**src/rtl/regfile_pkg.sv**
```systemverilog
// regfile_pkg -- shared constants and helpers for the scoreboarded register file.
//   DW_DEF / AW_DEF / ENTRY_DEF : default data width, address width, entry count
//   CNT_W_DEF                   : width of a popcount over 2^AW_DEF entries (AW_DEF+1)
//   addr_writable()             : true when an address may be written or marked pending
package regfile_pkg;

  localparam int DW_DEF    = 32;
  localparam int AW_DEF    = 5;
  localparam int ENTRY_DEF = 32;
  localparam int CNT_W_DEF = AW_DEF + 1;

  // An address is writable when it names a real entry and is not the
  // hardwired zero register.
  function automatic logic addr_writable(input int addr, input int entry, input logic zero_r0);
    return (addr < entry) && !(zero_r0 && (addr == 0));
  endfunction

endpackage

```
**src/rtl/regfile_sb_score.sv**
```systemverilog
// regfile_sb_score -- pending-bit scoreboard for the register file.
//   CLK, RSTN (sync, active-low)
//   WEN/WA   : write strobe (active-low) and address; a write clears pend[WA]
//   SEN/SA   : set strobe (active-low) and address; a set marks pend[SA]
//   pend     : per-entry pending vector
//   BUSY_CNT : registered count of pending entries
module regfile_sb_score
  import regfile_pkg::*;
#(
  parameter int AW      = AW_DEF,
  parameter int ENTRY   = ENTRY_DEF,
  parameter int ZERO_R0 = 1
) (
  input  logic             CLK,
  input  logic             RSTN,
  input  logic             WEN,
  input  logic [AW-1:0]    WA,
  input  logic             SEN,
  input  logic [AW-1:0]    SA,
  output logic [ENTRY-1:0] pend,
  output logic [AW:0]      BUSY_CNT
);

  localparam int CW = AW + 1;

  logic             set_v;
  logic             clr_v;
  logic             sa_pend;
  logic             wa_pend;
  logic             inc;
  logic             dec;
  logic [ENTRY-1:0] pend_nxt;

  assign set_v = RSTN && !SEN && addr_writable(int'(SA), ENTRY, ZERO_R0 != 0);
  assign clr_v = RSTN && !WEN && addr_writable(int'(WA), ENTRY, ZERO_R0 != 0);

  // NOTE: combinational blocks use blocking '=' and give every output a
  // default first, so later statements override earlier ones and no latch
  // is inferred.
  always_comb begin
    pend_nxt = pend;
    sa_pend  = 1'b0;
    wa_pend  = 1'b0;
    for (int i = 0; i < ENTRY; i++) begin
      if (SA == AW'(i)) sa_pend = pend[i];
      if (WA == AW'(i)) wa_pend = pend[i];
      if (clr_v && (WA == AW'(i))) pend_nxt[i] = 1'b0;
      // Set is applied after clear: a new producer wins over a retiring one.
      if (set_v && (SA == AW'(i))) pend_nxt[i] = 1'b1;
    end
  end

  // Incremental popcount: a same-address set+clear leaves the bit set, so
  // only the set side may count in that case.
  assign inc = set_v && !sa_pend;
  assign dec = clr_v && wa_pend && !(set_v && (SA == WA));

  // NOTE: sequential state uses non-blocking '<=' so every register samples
  // the pre-edge values regardless of statement order.
  always_ff @(posedge CLK) begin
    if (!RSTN) begin
      pend     <= '0;
      BUSY_CNT <= '0;
    end else begin
      pend     <= pend_nxt;
      BUSY_CNT <= BUSY_CNT + CW'(inc) - CW'(dec);
    end
  end

endmodule

```
**src/rtl/regfile_sb.sv**
```systemverilog
// regfile_sb -- multi-read-port register file with write bypass and an
// operand-ready scoreboard.
//   CLK, RSTN (sync, active-low)
//   WEN/WA/DI : write port (WEN active-low)
//   SEN/SA    : scoreboard set (active-low), marks SA pending
//   RA        : NRP packed read addresses, port p at [p*AW +: AW]
//   DOUT      : NRP packed read data,      port p at [p*DW +: DW]
//   RDY       : per-port operand ready (address not pending)
//   BUSY_CNT  : number of pending registers (registered)
module regfile_sb
  import regfile_pkg::*;
#(
  parameter int DW      = DW_DEF,
  parameter int AW      = AW_DEF,
  parameter int ENTRY   = ENTRY_DEF,
  parameter int NRP     = 2,
  parameter int ZERO_R0 = 1
) (
  input  logic              CLK,
  input  logic              RSTN,
  input  logic              WEN,
  input  logic [AW-1:0]     WA,
  input  logic [DW-1:0]     DI,
  input  logic              SEN,
  input  logic [AW-1:0]     SA,
  input  logic [NRP*AW-1:0] RA,
  output logic [NRP*DW-1:0] DOUT,
  output logic [NRP-1:0]    RDY,
  output logic [AW:0]       BUSY_CNT
);

  logic [DW-1:0]    ram [ENTRY];
  logic [ENTRY-1:0] pend;
  logic             wr_v;

  // Write strobe is also the bypass qualifier: bypass is off in reset and
  // for non-writable addresses.
  assign wr_v = RSTN && !WEN && addr_writable(int'(WA), ENTRY, ZERO_R0 != 0);

  regfile_sb_score #(
    .AW      (AW),
    .ENTRY   (ENTRY),
    .ZERO_R0 (ZERO_R0)
  ) u_score (
    .CLK      (CLK),
    .RSTN     (RSTN),
    .WEN      (WEN),
    .WA       (WA),
    .SEN      (SEN),
    .SA       (SA),
    .pend     (pend),
    .BUSY_CNT (BUSY_CNT)
  );

  // NOTE: the array is cleared on reset because reads of never-written
  // registers must return zero; this rules out a plain RAM macro.
  always_ff @(posedge CLK) begin
    if (!RSTN) begin
      for (int i = 0; i < ENTRY; i++) ram[i] <= '0;
    end else if (wr_v) begin
      for (int i = 0; i < ENTRY; i++) begin
        if (WA == AW'(i)) ram[i] <= DI;
      end
    end
  end

  for (genvar p = 0; p < NRP; p++) begin : g_rd
    logic [AW-1:0] ra;
    logic [DW-1:0] rd;
    logic          rdy;

    assign ra = RA[p*AW +: AW];

    // Priority low to high: array lookup, zero register, write bypass.
    // Addresses beyond ENTRY match no entry and keep the 0 / ready default.
    always_comb begin
      rd  = '0;
      rdy = 1'b1;
      for (int i = 0; i < ENTRY; i++) begin
        if (ra == AW'(i)) begin
          rd  = ram[i];
          rdy = !pend[i];
        end
      end
      if ((ZERO_R0 != 0) && (ra == '0)) begin
        rd  = '0;
        rdy = 1'b1;
      end
      if (wr_v && (ra == WA)) begin
        rd  = DI;
        rdy = 1'b1;
      end
    end

    assign DOUT[p*DW +: DW] = rd;
    assign RDY[p]           = rdy;
  end

endmodule

```
**config.mk**
```make
export PLATFORM = sky130hd
export DESIGN_NAME = regfile_sb
export DESIGN_NICKNAME = d
export VERILOG_FILES = /design/src/rtl/regfile_pkg.sv /design/src/rtl/regfile_sb_score.sv /design/src/rtl/regfile_sb.sv
export SDC_FILE = /design/constraint.sdc
export NUM_CORES = 2
export LEC_CHECK = 0
export ABC_CLOCK_PERIOD_IN_PS = 4410
export CAP_MARGIN = 20
export CORE_ASPECT_RATIO = 1.5
export CORE_MARGIN = 8
export CORE_UTILIZATION = 57
export CTS_BUF_LIST = sky130_fd_sc_hd__clkbuf_4 sky130_fd_sc_hd__clkbuf_8 sky130_fd_sc_hd__clkbuf_16
export CTS_CLUSTER_DIAMETER = 30
export DETAILED_ROUTE_END_ITERATION = 8
export PLACE_DENSITY_LB_ADDON = 0.05
export SETUP_SLACK_MARGIN = 0.5
export SLEW_MARGIN = 15
export SYNTH_ARGS = -nofsm -noshare
export SYNTH_HDL_FRONTEND = slang
export SYNTH_SLANG_ARGS = --single-unit
```
**constraint.sdc**
```tcl
create_clock -name CLK -period 4.41 [get_ports CLK]
set_clock_uncertainty 0.05 [all_clocks]
set_input_delay 0.441 -clock CLK [delete_from_list [all_inputs] [get_ports CLK]]
set_output_delay 0.441 -clock CLK [all_outputs]
set_load 0.05 [all_outputs]
```
==> results.cfg, run 1 <==
[floorplanning]
initial_core_util = 0.573
num_rows = 137
fp.dieH_um = 390
io_pins = 128
die_x_um = 265

[synthesis]
syn_inst = 4765
ys.flop_type = edfxtp_1
synthArstFlopShare = 0
ys_seq_elements = 1030
syn_area_um2 = 53100
synth_warnings = 0
ys_types = 91
synth_top_cell_by_area = edfxtp_1
synthesis.nets = 4828
synth_edf_count = 992
ys_seq_area_frac = 0.576
yosysTopAreaCellShare = 0.561
synthTopCellsByArea = edfxtp_1 56%, a22oi_1 6.5%, and2_1 4.8%, and3_1 2.5%, o21ai_0 2.3%
syn-mean-instance-area_um2 = 11.1

[outcome]
error = [ERROR GRT-0116] Global routing finished with congestion. Check the congestion regions in the DRC Viewer.
outcome = stopped before the end
stop_stage = global routing (5_1_grt)

[global_routing]
grt_first_pass_wirelength_um = 489000
overflow = 58
grt_usage = 0.687
grt_max_degree = 79
grt_pass1_vias = 56800

[clock_network]
cts-root-buf = clkbuf_16
numCtsBuffers = 155
cts_num_sinks = 1030
clk_path_buf_depth = 3
htree_levels = 4

[placed_design]
placed_cell_area_um2 = 59700
dp_hpwl_um = 226000
routabilityCongestion = 1.19
placedCellCount = 6154
dp_slack_ps = -177
io_buffers = 127
## stage by stage
stage	hold slack, ps	TNS, ps
after CTS	257	0
after floorplan	397	0
after global placement	442	-566
after detailed placement	452	-321
## cell families after synthesis
group / synth area share
buffers and inverters: 0.0401
multiplexers: 0.0180
XOR/XNOR: 0.00330
AO/OA/AOI/OAI: 0.198
flip-flops: 0.576
adder cells (fa/ha/maj): 0.00179
AND/OR/NAND/NOR: 0.163
## what timing repair did
action | in CTS
pin swaps | 9
resized for setup | 54
setup endpoints to repair | 44
setup buffers | 20
hold buffers | 0
## Yosys cell counts, drive strengths merged (35+ instances only)
master    n
and3    213
a22o     61
a222oi   43
nand2   303
nor2b    35
and2    404
o21ai   248
nand4    51
a221oi   73
nor2    248
inv      49
a211oi   39
clkbuf  284
edfxtp  992
o22ai    91
a21oi   223
a22oi   457
mux2i    57
a31oi    36
nor3     90
nand2b   36
nand3   122
buf     166
dfxtp    38
## layer usage
| metal | overflow | GRT usage |
|---|---|---|
| met2 | 28 | 0.859 |
| met3 | 1 | 0.514 |
| met4 | 29 | 0.712 |
| met1 | 0 | 0.681 |
| met5 | 0 | 0.213 |
==> run 2: changes to the inputs <==
==> config.mk (replaced) <==
export PLATFORM = sky130hd
export DESIGN_NAME = regfile_sb
export DESIGN_NICKNAME = d
export VERILOG_FILES = /design/src/rtl/regfile_pkg.sv /design/src/rtl/regfile_sb_score.sv /design/src/rtl/regfile_sb.sv
export SDC_FILE = /design/constraint.sdc
export NUM_CORES = 2
export LEC_CHECK = 0
export ABC_CLOCK_PERIOD_IN_PS = 5700
export CAP_MARGIN = 20
export CORE_MARGIN = 8
export CORE_UTILIZATION = 40
export DETAILED_ROUTE_END_ITERATION = 8
export PLACE_DENSITY_LB_ADDON = 0.15
export SLEW_MARGIN = 15
export SYNTH_ARGS = -nofsm -noshare
export SYNTH_HDL_FRONTEND = slang
export SYNTH_SLANG_ARGS = --single-unit
==> constraint.sdc (replaced) <==
create_clock -name CLK -period 5.7 [get_ports CLK]
set_clock_uncertainty 0.05 [all_clocks]
set_input_delay 0.57 -clock CLK [delete_from_list [all_inputs] [get_ports CLK]]
set_output_delay 0.57 -clock CLK [all_outputs]
set_load 0.05 [all_outputs]
==> run 2 against run 1 <==
- the flow now finishes, with violations (design-rule violations, negative setup slack)
- synthesized area unchanged
- synthesized cell count unchanged
==> results.cfg, run 2 <==
[outcome]
outcome = finished with violations
failed_checks = design-rule violations, negative setup slack

[floorplanning]
initial_core_util = 0.403
fp.dieH_um = 380
num_rows = 133
io_pins = 128
die-area_um2 = 145000
coreArea_um2 = 132000
die_x_um = 380

[drt]
vias_per_cell = 7.56
vias = 51600
drt_wl_total_um = 328000
ant_nets = 0
routedWlPerCell_um = 48.2
drc = 4
dr.pass1.iters = 9
drt_iter0_markers = 11600

[pwr]
power.share.combinational = 0.159
p_int_mw = 14.1
p_leak_nw = 22.1
p_seq_frac = 0.460
power_switching_mw = 6.17
ir_drop_v = 0.000281
p_per_area_nw_per_um2 = 324
p_sw_frac = 0.304
p_clk_frac = 0.381
power_mw = 20.3

[sta]
finalWorstSetupSlack_ps = -120
final-hold-violation-count = 0
fmax_ghz = 0.172
setup_viol = 3
rsz0062_at_grt = no
slew_violations = 0
min_period_over_period = 1.02
final.min_clock_period_ps = 5820
max_slew_margin = 0.198
tightest_slew_ps = 1200

[clock_network]
cts_setup_buffers = 0
cts.hold.buffers_added = 0
cts_num_sinks = 1030
numCtsBuffers = 118
cts_tree = done
cts-root-buf = clkbuf_16
cts.reportedPaths.clkPinSlew_ps = 60
htree_levels = 3
clk_path_buf_depth = 3
clock_latency_ps = 770

[final_layout]
reg.largest.list = ram x992, u_score.pend x32, u_score.BUSY_CNT x6
nFillCells = 12000
area_growth_pct = 18.0
largest_reg_flops = 992
final_common_cell = edfxtp_1
final_nets = 5001
layout_common_cells = 992 x edfxtp_1, 457 x a22oi_1, 403 x and2_1, 379 x buf_4, 296 x nand2_1
drive_gt1_frac = 0.158
post-route-util = 0.476
regMostFlops = ram

[synthesis]
synth_edf_count = 992
yosysTopAreaCellShare = 0.561
syn-mean-instance-area_um2 = 11.1
syn_inst = 4765
synth_warnings = 0
synthesis.nets = 4828
synthTopCellsByArea = edfxtp_1 56%, a22oi_1 6.5%, and2_1 4.8%, and3_1 2.5%, o21ai_0 2.3%
ys_types = 91
ys_seq_area_frac = 0.576
synth_top_cell_by_area = edfxtp_1
synthTopCellsByCount = 992 x edfxtp_1, 457 x a22oi_1, 403 x and2_1, 302 x nand2_1, 281 x clkbuf_1
ys_seq_elements = 1030
synthArstFlopShare = 0
synth_most_common_cell = edfxtp_1
ys.flop_type = edfxtp_1
syn_area_um2 = 53100

[critical_path]
cp_slowest_cell = a31oi_1
worstSetupStartpointType = input port
critPathBufInv = 3
path_delay_family = compound AO/OA/AOI/OAI gates
critPathArrivalTime_ps = 5200
crit_chain = buf_2, buf_4, xnor2_1, nand4_1, or2_2, a31oi_1, o2111ai_1, a22o_1, buf_12
crit_fanout = 26
slowest_delay_ps = 950
setup.worst_path.end_class = primary output
path_class = input port to primary output
critPathRequiredTime_ps = 5080

[global_routing]
grt_pass1_vias = 46300
overflow = 0
grt_usage = 0.430
grt_first_pass_wirelength_um = 429000
antenna_found_initial = 42
grt_max_degree = 67

[placed_design]
dp_slack_ps = -133
dp_hpwl_um = 224000
routabilityCongestion = 1.10
io_buffers = 127

[run]
maxCapViolations = 0

[hold_path]
hp-class = register to register
[run 2: worst register-to-register path: cells and delay by family (launching register included)]
kind,cells,cell delay (ps)
fa+ha+maj,3,970
flops,1,350
compound gates,5,1020
xor+xnor,1,70
simple gates,3,470
buf+inv,2,310
[run 2: timing repair]
item                                    4_1_cts  5_1_grt
endpoints found under the hold margin         0        0
endpoints found under the setup margin        1        0
resized for setup                             1        0
[run 2: power groups by stage]
stage | sequential, mW | clock [mW] | combinational, mW
floorplan | 9.26 | 0 | 1.41
global placement | 9.45 | 0 | 3.04
detailed placement | 9.43 | 0 | 3.03
CTS | 9.29 | 7.69 | 3.04
global route | 9.35 | 7.95 | 3.21
finish | 9.35 | 7.74 | 3.23
[run 2: per-layer routing]
layer	GRT usage	share of wire	up-vias
met5	0.00297	0.00063	-
met1	0.565	0.37	25400
met2	0.559	0.38	5874
met3	0.237	0.19	1329
li1	-	-	19000
met4	0.225	0.068	18
[run 2: area by class of cell]
type | count | area, um2 | share of cell area
clock buffers | 155 | 3170 | 0.0507
flip-flops and latches | 1030 | 30500 | 0.488
multi-input cells | 3233 | 21100 | 0.337
repair buffers | 503 | 4720 | 0.0753
clock inverters | 63 | 631 | 0.0101
well taps | 1755 | 2200 | 0.0351
inverters | 52 | 195 | 0.00312
diodes | 29 | 72.6 | 0.00116
[run 2: worst paths after layout]
check,from,to,slack (ps),depth (start not counted)
worst max-delay path,RA[9],DOUT[43],-120,9
worst max register to register,u_score.pend[18]$_SDFFE_PN0P_,u_score.BUSY_CNT[4]$_SDFF_PN0_,2360,14
worst min-delay path,u_score.pend[0]$_SDFFE_PN0P_,u_score.pend[0]$_SDFFE_PN0P_,500,1
worst min register to register,u_score.pend[0]$_SDFFE_PN0P_,u_score.pend[0]$_SDFFE_PN0P_,500,1
[run 2: cell families (layout without fill, tap and decap cells)]
family,after synthesis,count (layout),share of synthesized area
AOI/OAI and AO/OA,1503,1503,0.198
xor gates and xnor gates,20,20,0.00330
adders and majority gates,7,7,0.00179
buffers and inverters,502,773,0.0401
DFF,1030,1030,0.576
muxes,88,88,0.0180
other,0,29,0
and+or+nand+nor,1615,1615,0.163
[run 2: per-stage QoR]
stage	std cells	hold slack (ps)	instance area, um2	setup TNS (ps)
after detailed placement	6571	478	58700	-133
after CTS	6789	472	62600	0
after floorplan	4765	397	53100	0
after global placement	6571	471	58700	-33.0
after global routing	6797	503	62600	0
final	6820	499	62600	-222
(Power assumes the default switching activity.)
